## config.mk

```make
export PLATFORM = sky130hd
export DESIGN_NAME = list_buffer_ctrl
export DESIGN_NICKNAME = d
export VERILOG_FILES = /design/src/rtl/list_buffer_pkg.sv /design/src/rtl/list_buffer_free_alloc.sv /design/src/rtl/list_buffer_ctrl.sv
export SDC_FILE = /design/constraint.sdc
export NUM_CORES = 1
export LEC_CHECK = 0
export CORE_ASPECT_RATIO = 0.8
export CORE_MARGIN = 1
export CORE_UTILIZATION = 55
export CTS_CLUSTER_DIAMETER = 60
export CTS_CLUSTER_SIZE = 10
export DETAILED_ROUTE_END_ITERATION = 10
export HOLD_SLACK_MARGIN = 0.12
export PLACE_DENSITY = 0.81
export SYNTH_ARGS = -nofsm -noshare
export SYNTH_HDL_FRONTEND = slang
export SYNTH_SLANG_ARGS = --single-unit
export TNS_END_PERCENT = 5
```

## constraint.sdc

```tcl
create_clock -name clock -period 7.8 [get_ports clock]
set_clock_uncertainty 0.2 [all_clocks]
set_input_delay 1.95 -clock clock [delete_from_list [all_inputs] [get_ports clock]]
set_output_delay 1.95 -clock clock [all_outputs]
set_load 0.05 [all_outputs]
```

## src/rtl/list_buffer_pkg.sv

```systemverilog
// Shared sizing and index types for the linked-list FIFO controller.
// The queue count, memory depth and payload width are set here.
package list_buffer_pkg;
    localparam int QUEUES  = 4;
    localparam int ENTRIES = 40;
    localparam int DATA_W  = 73;
    localparam int ADDR_W  = $clog2(ENTRIES);
    localparam int QID_W   = $clog2(QUEUES);

    typedef logic [ADDR_W-1:0] entry_idx_t;
    typedef logic [QID_W-1:0]  queue_idx_t;
endpackage

```

## src/rtl/list_buffer_free_alloc.sv

```systemverilog
// Free-entry allocator: picks the lowest-numbered entry whose used bit is clear.
import list_buffer_pkg::*;

module list_buffer_free_alloc (
    input  logic [ENTRIES-1:0] used,
    output logic [ADDR_W-1:0]  free_idx,
    output logic               any_free
);
    // Scan from the top down so the lowest clear bit is the last one to win.
    always_comb begin
        free_idx = '0;
        for (int i = ENTRIES - 1; i >= 0; i--) begin
            if (!used[i]) begin
                free_idx = ADDR_W'(i);
            end
        end
    end

    assign any_free = ~&used;
endmodule

```

## src/rtl/list_buffer_ctrl.sv

```systemverilog
// Linked-list controller sharing one external memory among QUEUES logical FIFOs.
// Define LIST_BUFFER_ASSERT_EN to enable protocol and consistency assertions.
import list_buffer_pkg::*;

module list_buffer_ctrl (
    input  logic              clock,
    input  logic              reset,
    input  logic              push_valid,
    output logic              push_ready,
    input  logic [QID_W-1:0]  push_index,
    input  logic [DATA_W-1:0] push_data,
    output logic [QUEUES-1:0] valid,
    input  logic              pop_valid,
    input  logic [QID_W-1:0]  pop_index,
    output logic              data_valid,
    output logic [DATA_W-1:0] data_bits,
    output logic              mem_w_en,
    output logic [ADDR_W-1:0] mem_w_addr,
    output logic [DATA_W-1:0] mem_w_data,
    output logic              mem_r_en,
    output logic [ADDR_W-1:0] mem_r_addr,
    input  logic [DATA_W-1:0] mem_r_data
);
    logic [ENTRIES-1:0] used_reg;
    logic [ENTRIES-1:0] used_next;
    entry_idx_t         next_reg [ENTRIES];
    entry_idx_t         head_reg [QUEUES];
    entry_idx_t         tail_reg [QUEUES];
    entry_idx_t         head_next [QUEUES];
    entry_idx_t         tail_next [QUEUES];
    logic [QUEUES-1:0]  valid_reg;
    logic [QUEUES-1:0]  valid_next;
    logic [QUEUES-1:0]  push_q;
    logic [QUEUES-1:0]  pop_q;
    logic [QUEUES-1:0]  last_q;

    entry_idx_t free_idx;
    logic       any_free;
    logic       push_fire;
    logic       pop_fire;
    entry_idx_t pop_head;

    list_buffer_free_alloc u_free_alloc (
        .used     (used_reg),
        .free_idx (free_idx),
        .any_free (any_free)
    );

    assign push_fire = push_valid & any_free;
    assign pop_fire  = pop_valid & valid_reg[pop_index];
    assign pop_head  = head_reg[pop_index];

    // Allocation and release never target the same entry: one is clear, the other set.
    genvar gi;
    generate
        for (gi = 0; gi < ENTRIES; gi++) begin : g_used
            assign used_next[gi] = (push_fire && (free_idx == ADDR_W'(gi))) ? 1'b1 :
                                   (pop_fire && (pop_head == ADDR_W'(gi)))  ? 1'b0 :
                                   used_reg[gi];
        end

        for (gi = 0; gi < QUEUES; gi++) begin : g_queue
            assign push_q[gi] = push_fire && (push_index == QID_W'(gi));
            assign pop_q[gi]  = pop_fire && (pop_index == QID_W'(gi));
            assign last_q[gi] = (head_reg[gi] == tail_reg[gi]);

            // A push into an empty queue, or one emptied by a same-cycle pop, becomes the head.
            assign head_next[gi] =
                (push_q[gi] && (!valid_reg[gi] || (pop_q[gi] && last_q[gi]))) ? free_idx :
                (pop_q[gi] && !last_q[gi]) ? next_reg[head_reg[gi]] :
                head_reg[gi];
            assign tail_next[gi]  = push_q[gi] ? free_idx : tail_reg[gi];
            assign valid_next[gi] = push_q[gi] | (valid_reg[gi] & ~(pop_q[gi] & last_q[gi]));
        end
    endgenerate

    always_ff @(posedge clock) begin
        if (reset) begin
            used_reg  <= '0;
            valid_reg <= '0;
            for (int i = 0; i < QUEUES; i++) begin
                head_reg[i] <= '0;
                tail_reg[i] <= '0;
            end
        end else begin
            used_reg  <= used_next;
            valid_reg <= valid_next;
            for (int i = 0; i < QUEUES; i++) begin
                head_reg[i] <= head_next[i];
                tail_reg[i] <= tail_next[i];
            end
        end
    end

    // Link pointers are only ever read behind a valid head, so they need no reset.
    always_ff @(posedge clock) begin
        if (push_fire && valid_reg[push_index]) begin
            next_reg[tail_reg[push_index]] <= free_idx;
        end
    end

    assign push_ready = any_free;
    assign valid      = valid_reg;
    assign mem_w_en   = push_fire;
    assign mem_w_addr = free_idx;
    assign mem_w_data = push_data;
    assign mem_r_en   = valid_reg[pop_index];
    assign mem_r_addr = pop_head;
    assign data_valid = valid_reg[pop_index];
    assign data_bits  = mem_r_data;

`ifdef LIST_BUFFER_ASSERT_EN
    logic [ADDR_W:0] count_reg [QUEUES];
    logic            push_valid_prev_reg;
    logic            push_ready_prev_reg;
    queue_idx_t      push_index_prev_reg;

    always_ff @(posedge clock) begin
        if (reset) begin
            push_valid_prev_reg <= 1'b0;
            push_ready_prev_reg <= 1'b1;
            push_index_prev_reg <= '0;
            for (int i = 0; i < QUEUES; i++) begin
                count_reg[i] <= '0;
            end
        end else begin
            push_valid_prev_reg <= push_valid;
            push_ready_prev_reg <= push_ready;
            push_index_prev_reg <= push_index;
            for (int i = 0; i < QUEUES; i++) begin
                count_reg[i] <= count_reg[i] + (ADDR_W+1)'(push_q[i]) - (ADDR_W+1)'(pop_q[i]);
            end

            a_pop_empty: assert (!(pop_valid && !valid_reg[pop_index]))
                else $error("list_buffer_ctrl: pop of empty queue %0d", pop_index);
            a_push_hold: assert (!(push_valid_prev_reg && !push_ready_prev_reg && push_valid &&
                                   (push_index != push_index_prev_reg)))
                else $error("list_buffer_ctrl: push_index changed while stalled");
            a_index: assert ((int'(push_index) < QUEUES) && (int'(pop_index) < QUEUES))
                else $error("list_buffer_ctrl: queue index out of range");
            for (int i = 0; i < QUEUES; i++) begin
                if (valid_reg[i]) begin
                    a_occupancy: assert ((head_reg[i] == tail_reg[i]) == (count_reg[i] == 1))
                        else $error("list_buffer_ctrl: queue %0d head/tail vs count %0d", i, count_reg[i]);
                end
            end
        end
    end
`endif
endmodule

```

==> impl_metrics.csv <==
group,metric,value,unit
cts,worstSkewPairLatency,560,ps
setup_path,max_stage_delay,810,ps
synthesis,ys_ff_latch,332,
power_and_ir_drop,ir_drop,0.000196,V
layout,final_util,57.8,%
cts,cts_tree,"done",
synthesis,synth_area,21700,µm²
global_routing,overflow,0,
synthesis,avgSynthCellArea,13.1,µm²
layout,diodes,0,
floorplanning,core-area,38500,µm²
setup_path,crit_family,"buffers and inverters",
sta,rsz0062_at_grt,"no",
power_and_ir_drop,p_int,0.00290,W
drt,wl_per_cell,38.3,µm
drt,vias_per_cell,8.11,
synthesis,syn-num-nets,1812,
drt,drc,0,
power_and_ir_drop,total_power,0.00379,W
drt,drtIter0Drc,3352,
floorplanning,die_w,224,µm
global_routing,grt_pass1_vias,15500,
cts,root_buffer,"clkbuf_16",
drt,postRouteAntennaNets,0,
power_and_ir_drop,share_comb_of_total_power,5.4,%
global_routing,grt_first_pass_wirelength,112000,µm
placement,hpwl,54000,µm
synthesis,synthCells,1658,
layout,area_growth,2.63,%
setup_path,cp_cell_sequence,"clkdlybuf4s50_1 > mux4_2 > clkdlybuf4s50_1",
global_routing,antenna_found_initial,3,
synthesis,synth_seq_area_share,41.7,%
setup_path,cp_num_buf_inv,2,
floorplanning,rows,64,
placement,pre_cts_ws,1480,ps
setup_path,crit_start,"pop_index[0]",
sta,period_minus_slack,6290,ps
layout,finalNetCount,1639,
run_status,outcome,"complete, no violations",
sta,setup_ws,1510,ps
synthesis,synthFlopType,"edfxtp_1",
global_routing,grt_usage,38.7,%
floorplanning,dieArea,40200,µm²
synthesis,synth-edff-count,240,
floorplanning,initial_core_util,56.3,%
floorplanning,die_h,180,µm
setup_path,reg2reg_to,"head_reg[0][4]",
cts,post_cts_resize_count,0,
sta,worstMarginPinSlew,1370,ps
power_and_ir_drop,p_leak,6.33,nW
drt,firstDrtPassIters,9,
synthesis,ys_types,86,
cts,htreeDepth,2,
power_and_ir_drop,clkPwrFrac,44.5,%
drt,wl,78000,µm
setup_path,startpoint_type,"input port",
setup_path,crit_path_frequent_cell,"clkdlybuf4s50_1",
layout,fillers,2953,
floorplanning,ioPinCount,320,
sta,finalSetupViolations,0,
power_and_ir_drop,p_sw_share,23.5,%
setup_path,cp.required,5650,ps
setup_path,critPathMaxFanout,12,
placement,port_buffers,27,
power_and_ir_drop,power.density,171,nW/µm²
setup_path,arrival,4140,ps
cts,clock_path_buffers,3,
layout,multi_input_area,10800,µm²
sta,fmax,159,MHz
setup_path,crit_type,"input port to output pin",
layout,drive_above_1_share,22.5,%
setup_path,end_kind,"output pin",
cts,cts_buffers,40,
setup_path,cp.depth,3,
sta,finalCritPeriodShare,80.7,%
setup_path,r2r_setup_slack,3350,ps
placement,place_congestion,1.08,
hold_path,hp-class,"flip-flop to flip-flop",
global_routing,grt_max_degree,48,
sta,finalMaxSlewViolations,0,
power_and_ir_drop,p_switching,0.000892,W
setup_path,r2r-start,"head_reg[0][0]",
sta,whs,323,ps
synthesis,async_reset_ff_share,0,%
cts,clock-sinks,332,
cts,holdBufCountCts,0,
setup_path,rr_worst_depth,7,
cts,clk_pin_slew,60,ps
synthesis,synth_warnings,0,
layout,regArea,9080,µm²
drt,vias,16500,
flow_run,drv_cap,0,
sta,max_slew_margin,6.24,%
setup_path,crit_slowest_cell,"clkdlybuf4s50_1",
power_and_ir_drop,seqPwrFrac,50.2,%
cts,cts_setup_buffers,0,
sta,final_hold_viol_count,0,
sta,fin_setup_tns,0,ps
layout,largest_reg_flops,240,
setup_path,crit_end,"mem_r_addr[5]",
==> through the flow <==
step                      cell area [µm²]  cells
after floorplan                     21700   1658
after detailed placement            21100   1971
final                               22200   2034
after CTS                           22200   2034
after global routing                22200   2034
after global placement              21100   1971
==> synthesized netlist by cell type (38+ instances only) <==
library cell,count,share of area (%)
dfxtp_1,92,8.5
nand3_1,49,1.1
mux4_2,229,24
clkbuf_1,55,0.95
mux2i_1,103,4.8
edfxtp_1,240,33
o211ai_1,38,1.3
nand2_1,83,1.4
nor2_1,102,1.8
buf_4,162,5.6
o21ai_0,65,1.5
==> cell type report <==
class,count,area share (%)
clock buffer,57,4.79
clock inverter,6,0.219
inverter,25,0.422
multi-input combinational,1030,48.6
sequential,332,40.8
tap,528,2.97
timing repair buffer,56,2.19
==> per-layer routing <==
layer  vias up  share of wire (%)  global-route usage, %
met5         -               0.25                   2.03
met4        12                6.3                   18.7
met3       378                 20                   19.3
met2      1917                 42                   54.6
met1      7951                 32                   49.4
li1       6231                  -                      -
==> worst min-delay path by stage <==
stage | cells past startpoint | slack (ps) | startpoint | end
3_5_place_dp | 2 | 300 | tail_reg[0][4] | tail_reg[0][4]
5_1_grt | 2 | 330 | tail_reg[0][2] | tail_reg[0][2]
3_3_place_gp | 2 | 290 | tail_reg[0][4] | tail_reg[0][4]
2_1_floorplan | 2 | 260 | tail_reg[0][1] | tail_reg[0][1]
4_1_cts | 2 | 310 | tail_reg[0][4] | tail_reg[0][4]
6_report | 2 | 320 | tail_reg[0][4] | tail_reg[0][4]
==> power groups by stage <==
stage	registers, W	clock network [W]	logic, W
5_1_grt	0.00190	0.00175	0.000208
3_5_place_dp	0.00194	0	0.000194
6_report	0.00190	0.00169	0.000203
2_1_floorplan	0.00193	0	0.000342
3_3_place_gp	0.00194	0	0.000191
4_1_cts	0.00190	0.00168	0.000195
==> cell families (layout without fill, tap and decap cells) <==
logic type / Yosys count / count (layout) / share of synthesized area (%)
and+or+nand+nor: 360 / 360 / 8.57
AOI/OAI and AO/OA: 293 / 293 / 9.55
muxes: 353 / 353 / 30.7
buffers and inverters: 296 / 144 / 8.44
xor gates and xnor gates: 24 / 24 / 0.970
DFF: 332 / 332 / 41.7
==> placed cells by master (no fill, tap or decap), drive strengths merged, types with 8 or more instances in the layout <==
cell / instances
mux4: 245
edfxtp: 240
mux2i: 103
nor2: 103
dfxtp: 92
nand2: 83
o21ai: 66
clkbuf: 57
nand3: 49
o211ai: 38
a21oi: 36
buf: 29
clkdlybuf4s50: 27
inv: 27
o311ai: 27
nand4: 22
nand2b: 18
o22ai: 18
a2111oi: 18
nor2b: 17
o31ai: 16
nand3b: 12
xor2: 12
xnor2: 12
a211oi: 11
nor3: 11
o221ai: 8
==> worst reg2reg max path: stages (launching register included) <==
cell	delay, ps
dfxtp_4	600
buf_4	760
nand3b_1	440
o22ai_1	190
a2111oi_0	1180
o21ai_0	390
o211ai_1	280
o211ai_1	230
No activity file was read; power rests on OpenSTA's default activity.
